===== src/rtl/if_fetch_unit.sv =====
// ---------------------------------------------------------------------------------------------
// if_fetch_unit
//
// Instruction-fetch stage sitting directly after the PC register. For every instruction it
// issues one read on an SRAM-like instruction bus (address phase, then data phase) and
// presents the fetched word, tagged with its PC, to the IF/ID boundary. The PC register only
// advances when an instruction is handed off (pc_en_o). A flush while a bus transaction is
// outstanding lets the transaction finish and throws the returned word away. A misaligned PC
// produces an address-error instruction without touching the bus.
//
// Parameters:
//   RESET_PC         value of inst_pc_o after reset
//   MAX_WAIT         bus-phase wait limit in cycles; only drives fetch_timeout_o
//
// Ports:
//   clk              clock
//   rst              synchronous active-high reset
//   pc_i             current PC from the PC register (sampled only in IDLE)
//   flush            pipeline flush; PC register loads the new PC on the same edge
//   stall_i          decode cannot accept an instruction this cycle
//   pc_en_o          advance enable to the PC register (combinational)
//   ibus_req_o       bus address-phase request
//   ibus_addr_o      bus address, word-aligned, stable while ibus_req_o=1
//   ibus_addr_ok_i   address phase accepted
//   ibus_data_ok_i   read data valid
//   ibus_rdata_i     read data
//   inst_valid_o     inst_o / inst_pc_o / inst_exc_adel_o are valid
//   inst_o           fetched instruction (0 when inst_exc_adel_o=1)
//   inst_pc_o        PC of inst_o
//   inst_exc_adel_o  address error on fetch
//   fetch_timeout_o  sticky: a bus phase waited MAX_WAIT cycles
// ---------------------------------------------------------------------------------------------
module if_fetch_unit #(
    parameter logic [31:0] RESET_PC = 32'hbfc00000,
    parameter int unsigned MAX_WAIT = 255
) (
    input  logic        clk,
    input  logic        rst,
    input  logic [31:0] pc_i,
    input  logic        flush,
    input  logic        stall_i,
    output logic        pc_en_o,
    output logic        ibus_req_o,
    output logic [31:0] ibus_addr_o,
    input  logic        ibus_addr_ok_i,
    input  logic        ibus_data_ok_i,
    input  logic [31:0] ibus_rdata_i,
    output logic        inst_valid_o,
    output logic [31:0] inst_o,
    output logic [31:0] inst_pc_o,
    output logic        inst_exc_adel_o,
    output logic        fetch_timeout_o
);

    localparam int unsigned    CntW   = (MAX_WAIT < 2) ? 1 : $clog2(MAX_WAIT + 1);
    localparam logic [CntW-1:0] MaxCnt = CntW'(MAX_WAIT);

    typedef enum logic [1:0] {
        StIdle,
        StAddr,
        StData,
        StHold
    } state_e;

    state_e          state_q, state_d;
    logic            drop_q, drop_d;
    logic [31:0]     addr_q, addr_d;
    logic            inst_valid_q, inst_valid_d;
    logic [31:0]     inst_q, inst_d;
    logic [31:0]     inst_pc_q, inst_pc_d;
    logic            exc_q, exc_d;
    logic [CntW-1:0] wait_cnt_q, wait_cnt_d;
    logic            timeout_q, timeout_d;
    logic            bus_busy;

    // ---------------------------------------------------------------------------------------
    // Outputs
    // ---------------------------------------------------------------------------------------
    assign ibus_req_o      = (state_q == StAddr);
    assign ibus_addr_o     = addr_q;
    assign inst_valid_o    = inst_valid_q;
    assign inst_o          = inst_q;
    assign inst_pc_o       = inst_pc_q;
    assign inst_exc_adel_o = exc_q;
    assign fetch_timeout_o = timeout_q;

    // Handoff: flush always wins over a pending handoff.
    assign pc_en_o = inst_valid_q & ~stall_i & ~flush;

    assign bus_busy = (state_q == StAddr) || (state_q == StData);

    // ---------------------------------------------------------------------------------------
    // Next-state logic
    // ---------------------------------------------------------------------------------------
    always_comb begin
        state_d      = state_q;
        drop_d       = drop_q;
        addr_d       = addr_q;
        inst_valid_d = inst_valid_q;
        inst_d       = inst_q;
        inst_pc_d    = inst_pc_q;
        exc_d        = exc_q;

        unique case (state_q)
            StIdle: begin
                // On flush the PC register is loading the new target this edge; pc_i is
                // only meaningful again next cycle.
                if (!flush) begin
                    if (pc_i[1:0] != 2'b00) begin
                        state_d      = StHold;
                        inst_valid_d = 1'b1;
                        inst_d       = 32'h0;
                        inst_pc_d    = pc_i;
                        exc_d        = 1'b1;
                    end else begin
                        // addr_q doubles as the latched PC of the instruction in flight.
                        addr_d  = pc_i;
                        state_d = StAddr;
                    end
                end
            end

            StAddr: begin
                // The request is never withdrawn; a flush only marks the result for discard.
                if (flush) begin
                    drop_d = 1'b1;
                end
                if (ibus_addr_ok_i) begin
                    state_d = StData;
                end
            end

            StData: begin
                if (ibus_data_ok_i) begin
                    if (drop_q || flush) begin
                        drop_d  = 1'b0;
                        state_d = StIdle;
                    end else begin
                        state_d      = StHold;
                        inst_valid_d = 1'b1;
                        inst_d       = ibus_rdata_i;
                        inst_pc_d    = addr_q;
                        exc_d        = 1'b0;
                    end
                end else if (flush) begin
                    drop_d = 1'b1;
                end
            end

            StHold: begin
                if (flush || pc_en_o) begin
                    inst_valid_d = 1'b0;
                    state_d      = StIdle;
                end
            end

            default: begin
                state_d = StIdle;
            end
        endcase
    end

    // ---------------------------------------------------------------------------------------
    // Bus wait counter: counts cycles spent in one bus phase, restarts on every state change
    // ---------------------------------------------------------------------------------------
    always_comb begin
        wait_cnt_d = wait_cnt_q;
        if (state_d != state_q) begin
            wait_cnt_d = '0;
        end else if (bus_busy && (wait_cnt_q != MaxCnt)) begin
            wait_cnt_d = wait_cnt_q + CntW'(1);
        end
        timeout_d = timeout_q | (wait_cnt_q == MaxCnt);
    end

    // ---------------------------------------------------------------------------------------
    // State registers
    // ---------------------------------------------------------------------------------------
    always_ff @(posedge clk) begin
        if (rst) begin
            state_q      <= StIdle;
            drop_q       <= 1'b0;
            addr_q       <= 32'h0;
            inst_valid_q <= 1'b0;
            inst_q       <= 32'h0;
            inst_pc_q    <= RESET_PC;
            exc_q        <= 1'b0;
            wait_cnt_q   <= '0;
            timeout_q    <= 1'b0;
        end else begin
            state_q      <= state_d;
            drop_q       <= drop_d;
            addr_q       <= addr_d;
            inst_valid_q <= inst_valid_d;
            inst_q       <= inst_d;
            inst_pc_q    <= inst_pc_d;
            exc_q        <= exc_d;
            wait_cnt_q   <= wait_cnt_d;
            timeout_q    <= timeout_d;
        end
    end

endmodule


===== config.mk =====
export PLATFORM = sky130hd
export DESIGN_NAME = if_fetch_unit
export DESIGN_NICKNAME = d
export VERILOG_FILES = /design/src/rtl/if_fetch_unit.sv
export SDC_FILE = /design/constraint.sdc
export NUM_CORES = 1
export LEC_CHECK = 0
export CAP_MARGIN = 20
export CORE_UTILIZATION = 44
export DETAILED_ROUTE_END_ITERATION = 8
export HOLD_SLACK_MARGIN = 0.15
export PLACE_DENSITY = 0.8
export REMOVE_ABC_BUFFERS = 1
export SLEW_MARGIN = 20
export SYNTH_ARGS = -nofsm -noshare
export SYNTH_HDL_FRONTEND = slang
export SYNTH_SLANG_ARGS = --single-unit

===== constraint.sdc =====
create_clock -name clk -period 2.5 [get_ports clk]
set_clock_uncertainty 0.1 [all_clocks]
set_input_delay 0.375 -clock clk [delete_from_list [all_inputs] [get_ports clk]]
set_output_delay 0.375 -clock clk [all_outputs]
set_load 0.02 [all_outputs]

==> results.toml <==
[clocking]
holdBufCountCts = 0
cts_buffers = 9
cts.sinks = 110
htreeDepth = 3
cts_root_buf = "clkbuf_8"
cts_tree = "built"
clk_latency_ns = 0.37
path_clk_slew_ns = 0.10
cts_buffer_depth = 2

[pwr]
p_clk_share_pct = 25.3
p_leak_nw = 2.26
power.density_mw_per_mm2 = 613
swShare_pct = 30.7
vdd_drop_max_mv = 0.340
p_switching_mw = 1.25
combPwrFrac_pct = 26.8
p_int_mw = 2.81
power_mw = 4.06
pwr-share-seq_pct = 47.9

[setup_path]
slowest_delay_ns = 0.56
worstSetupPathType = "flip-flop to output port"
cp_max_fo = 7
cp.arrival_ns = 1.87
cpLargestDelayFamily = "buffers and inverters"
worst_setup_path_end_kind = "output port"
crit_path_top_delay_cell = "clkdlybuf4s50_1"
startpoint_type = "flip-flop"
required_ns = 2.03
path_buf_inv = 2
crit_chain = "clkinv_1 > ha_1 > clkdlybuf4s50_1"

[global_routing]
grt_max_degree = 103
antenna_found_initial = 0
grtUsageTotal_pct = 22.1
grt_pass1_wl_um = 19400
overflow = 0
grt_pass1_vias = 3954

[floorplanning]
num_rows = 36
start_util_pct = 46.0
die_y_um = 104
pin_count = 171
die-area_mm2 = 0.0107
chipWidth_um = 104
core_mm2 = 0.00986

[detailed_routing]
viasPerCell = 5.30
route.detailed.drc = 0
wl_per_cell_um = 15.3
drt-initial-drc-count = 196
postRouteAntennaNets = 0
vias = 4150
routed_wl_um = 12000
dr.pass1.iters = 4

[synthesis]
syn_area_mm2 = 0.00454
synth_seq_cells = 110
synth_area_leaders = "dfxtp_1, mux2i_1, nor2_1"
synth_ff_type = "dfxtp_1"
synthCells = 489
synth.distinct_cells = 45
ys_seq_area_share_pct = 48.6
synth_edf_count = 0
avgSynthCellArea_um2 = 9.28
synth_top_area_share_pct = 48.6
synth.yosys.warnings = 0
async_flop_share_pct = 0
yosysTopAreaCell = "dfxtp_1"

[sta]
fin_crit_sh_pct = 93.8
relSlewSlack_pct = 51.1
setup_slack_ns = 0.156
finalSetupTns_ns = 0
period_minus_slack_ns = 2.34
slew_violations = 0
hold_violations = 0
rsz0062_at_grt = "true"
fmax_mhz = 427
fin_hold_ws_ns = 0.370
finalSetupViolCount = 0
worstMarginPinSlew_ns = 0.732

[final_layout]
utilization_pct = 67.2
finalNetCount = 721
layout_common_cells = "clkdlybuf4s50_1, dfxtp_1, nor2_1"
num-fill-cells = 790
diodes = 0
final_common_cell = "clkdlybuf4s50_1"
drive_gt1_share_pct = 7.69
areaGrowthSynthToFinish_pct = 46.1
stdcell_count = 783
final_area_mm2 = 0.00663

[placed_design]
pre_cts_ws_ns = 0.0733
placed_area_mm2 = 0.00641
place.gp.congestion = 0.840
io_buffers = 170
hpwlAfterDp_um = 8230
dp_cells = 767

[outcome]
status = "finished clean"

[min_path]
hp-class = "input pin to flip-flop"

[run]
maxCapViolations = 0
==> cells in the mapped netlist, types with 2 or more instances <==
library cell and count:
nor2b_1 6, a2111oi_2 2, nand3_1 3, ha_1 6
nand2b_1 7, dfxtp_1 110, a22oi_1 32, o21ai_0 5
buf_4 3, mux2i_1 35, o2111ai_1 2, a211oi_1 14
nand4_1 2, a311oi_1 2, a31oi_1 2, xor2_1 3
inv_1 2, a2111o_1 2, nor3b_1 3, buf_1 2
nor2_1 73, clkbuf_1 21, and3_1 2, nor3_1 3
a211oi_2 10, nand2_1 64, a21oi_1 33, a211o_1 9
a2111oi_1 7, buf_2 9
==> timing repair <==
item | 4_1_cts | 5_1_grt
gates resized for setup | 0 | 3
buffers inserted | 0 | 0
setup endpoints to repair | 0 | 1
==> power by group through the flow <==
stage / Combinational (mW) / Clock [mW] / Sequential (mW)
floorplan: 0.438 / 0 / 2.11
CTS: 1.09 / 1.06 / 1.95
global placement: 1.06 / 0 / 1.98
finish: 1.09 / 1.03 / 1.95
detailed placement: 1.08 / 0 / 1.98
global route: 1.16 / 1.13 / 1.96
==> area by class of cell <==
class                   instances  area (µm²)  area share [%]
well taps                     133         166            2.51
clock buffers                  11         151            2.29
inverters                       3        11.3           0.170
flip-flops and latches        110        2200            33.2
clock inverters                 5        41.3           0.623
repair buffers                181        1860            28.0
multi-input cells             340        2200            33.1
==> cells by family (layout without fill, tap and decap cells) <==
kind of cell / after synthesis / count (layout) / synth area share (%)
compound gates: 126 / 126 / 21.3
xor+xnor: 3 / 3 / 0.579
fa+ha+maj: 6 / 6 / 1.66
buf+inv: 39 / 200 / 3.89
flops: 110 / 110 / 48.6
mux: 35 / 35 / 7.72
simple gates: 170 / 170 / 16.3
==> worst reg2reg max path: stages (launching register included) <==
cell and delay, ns:
dfxtp_1 0.38, inv_1 0.18, ha_2 0.35, nor2_1 0.14, a2111oi_4 0.45, buf_12 0.29
nor2_1 0.08, a211oi_1 0.25
==> state kept, by name, summed over array words and instances, names as in the netlist <==
| register | cells |
|---|---|
| wait_cnt_q | 8 |
| ibus_addr_o | 32 |
| drop_q | 1 |
| inst_exc_adel_o | 1 |
| inst_o | 32 |
| inst_valid_o | 1 |
| inst_pc_o | 32 |
| fetch_timeout_o | 1 |
| state_q | 2 |
==> layer usage <==
layer	vias up	wire length [µm]	share of wire, %	GRT usage, %
li1	2051	-	-	-
met1	1958	5000	42	26.0
met2	114	5980	50	37.8
met3	27	594	5.0	5.10
met4	0	386	3.2	10.6
met5	-	0	0	0
==> worst paths after layout <==
check / from / endpoint / slack (ns) / cells past startpoint
setup / recovery: state_q[1]$_SDFF_PP0_ / ibus_req_o / 0.16 / 3
hold / removal: rst / wait_cnt_q[2]$_SDFFE_PP0P_ / 0.37 / 4
setup reg to reg: state_q[0]$_SDFF_PP0_ / inst_pc_o[5]$_SDFFE_PP0P_ / 0.17 / 7
hold reg to reg: inst_pc_o[22]$_SDFFE_PP1P_ / inst_pc_o[22]$_SDFFE_PP1P_ / 0.37 / 1
Note: power is estimated with default switching activity, not from simulation.
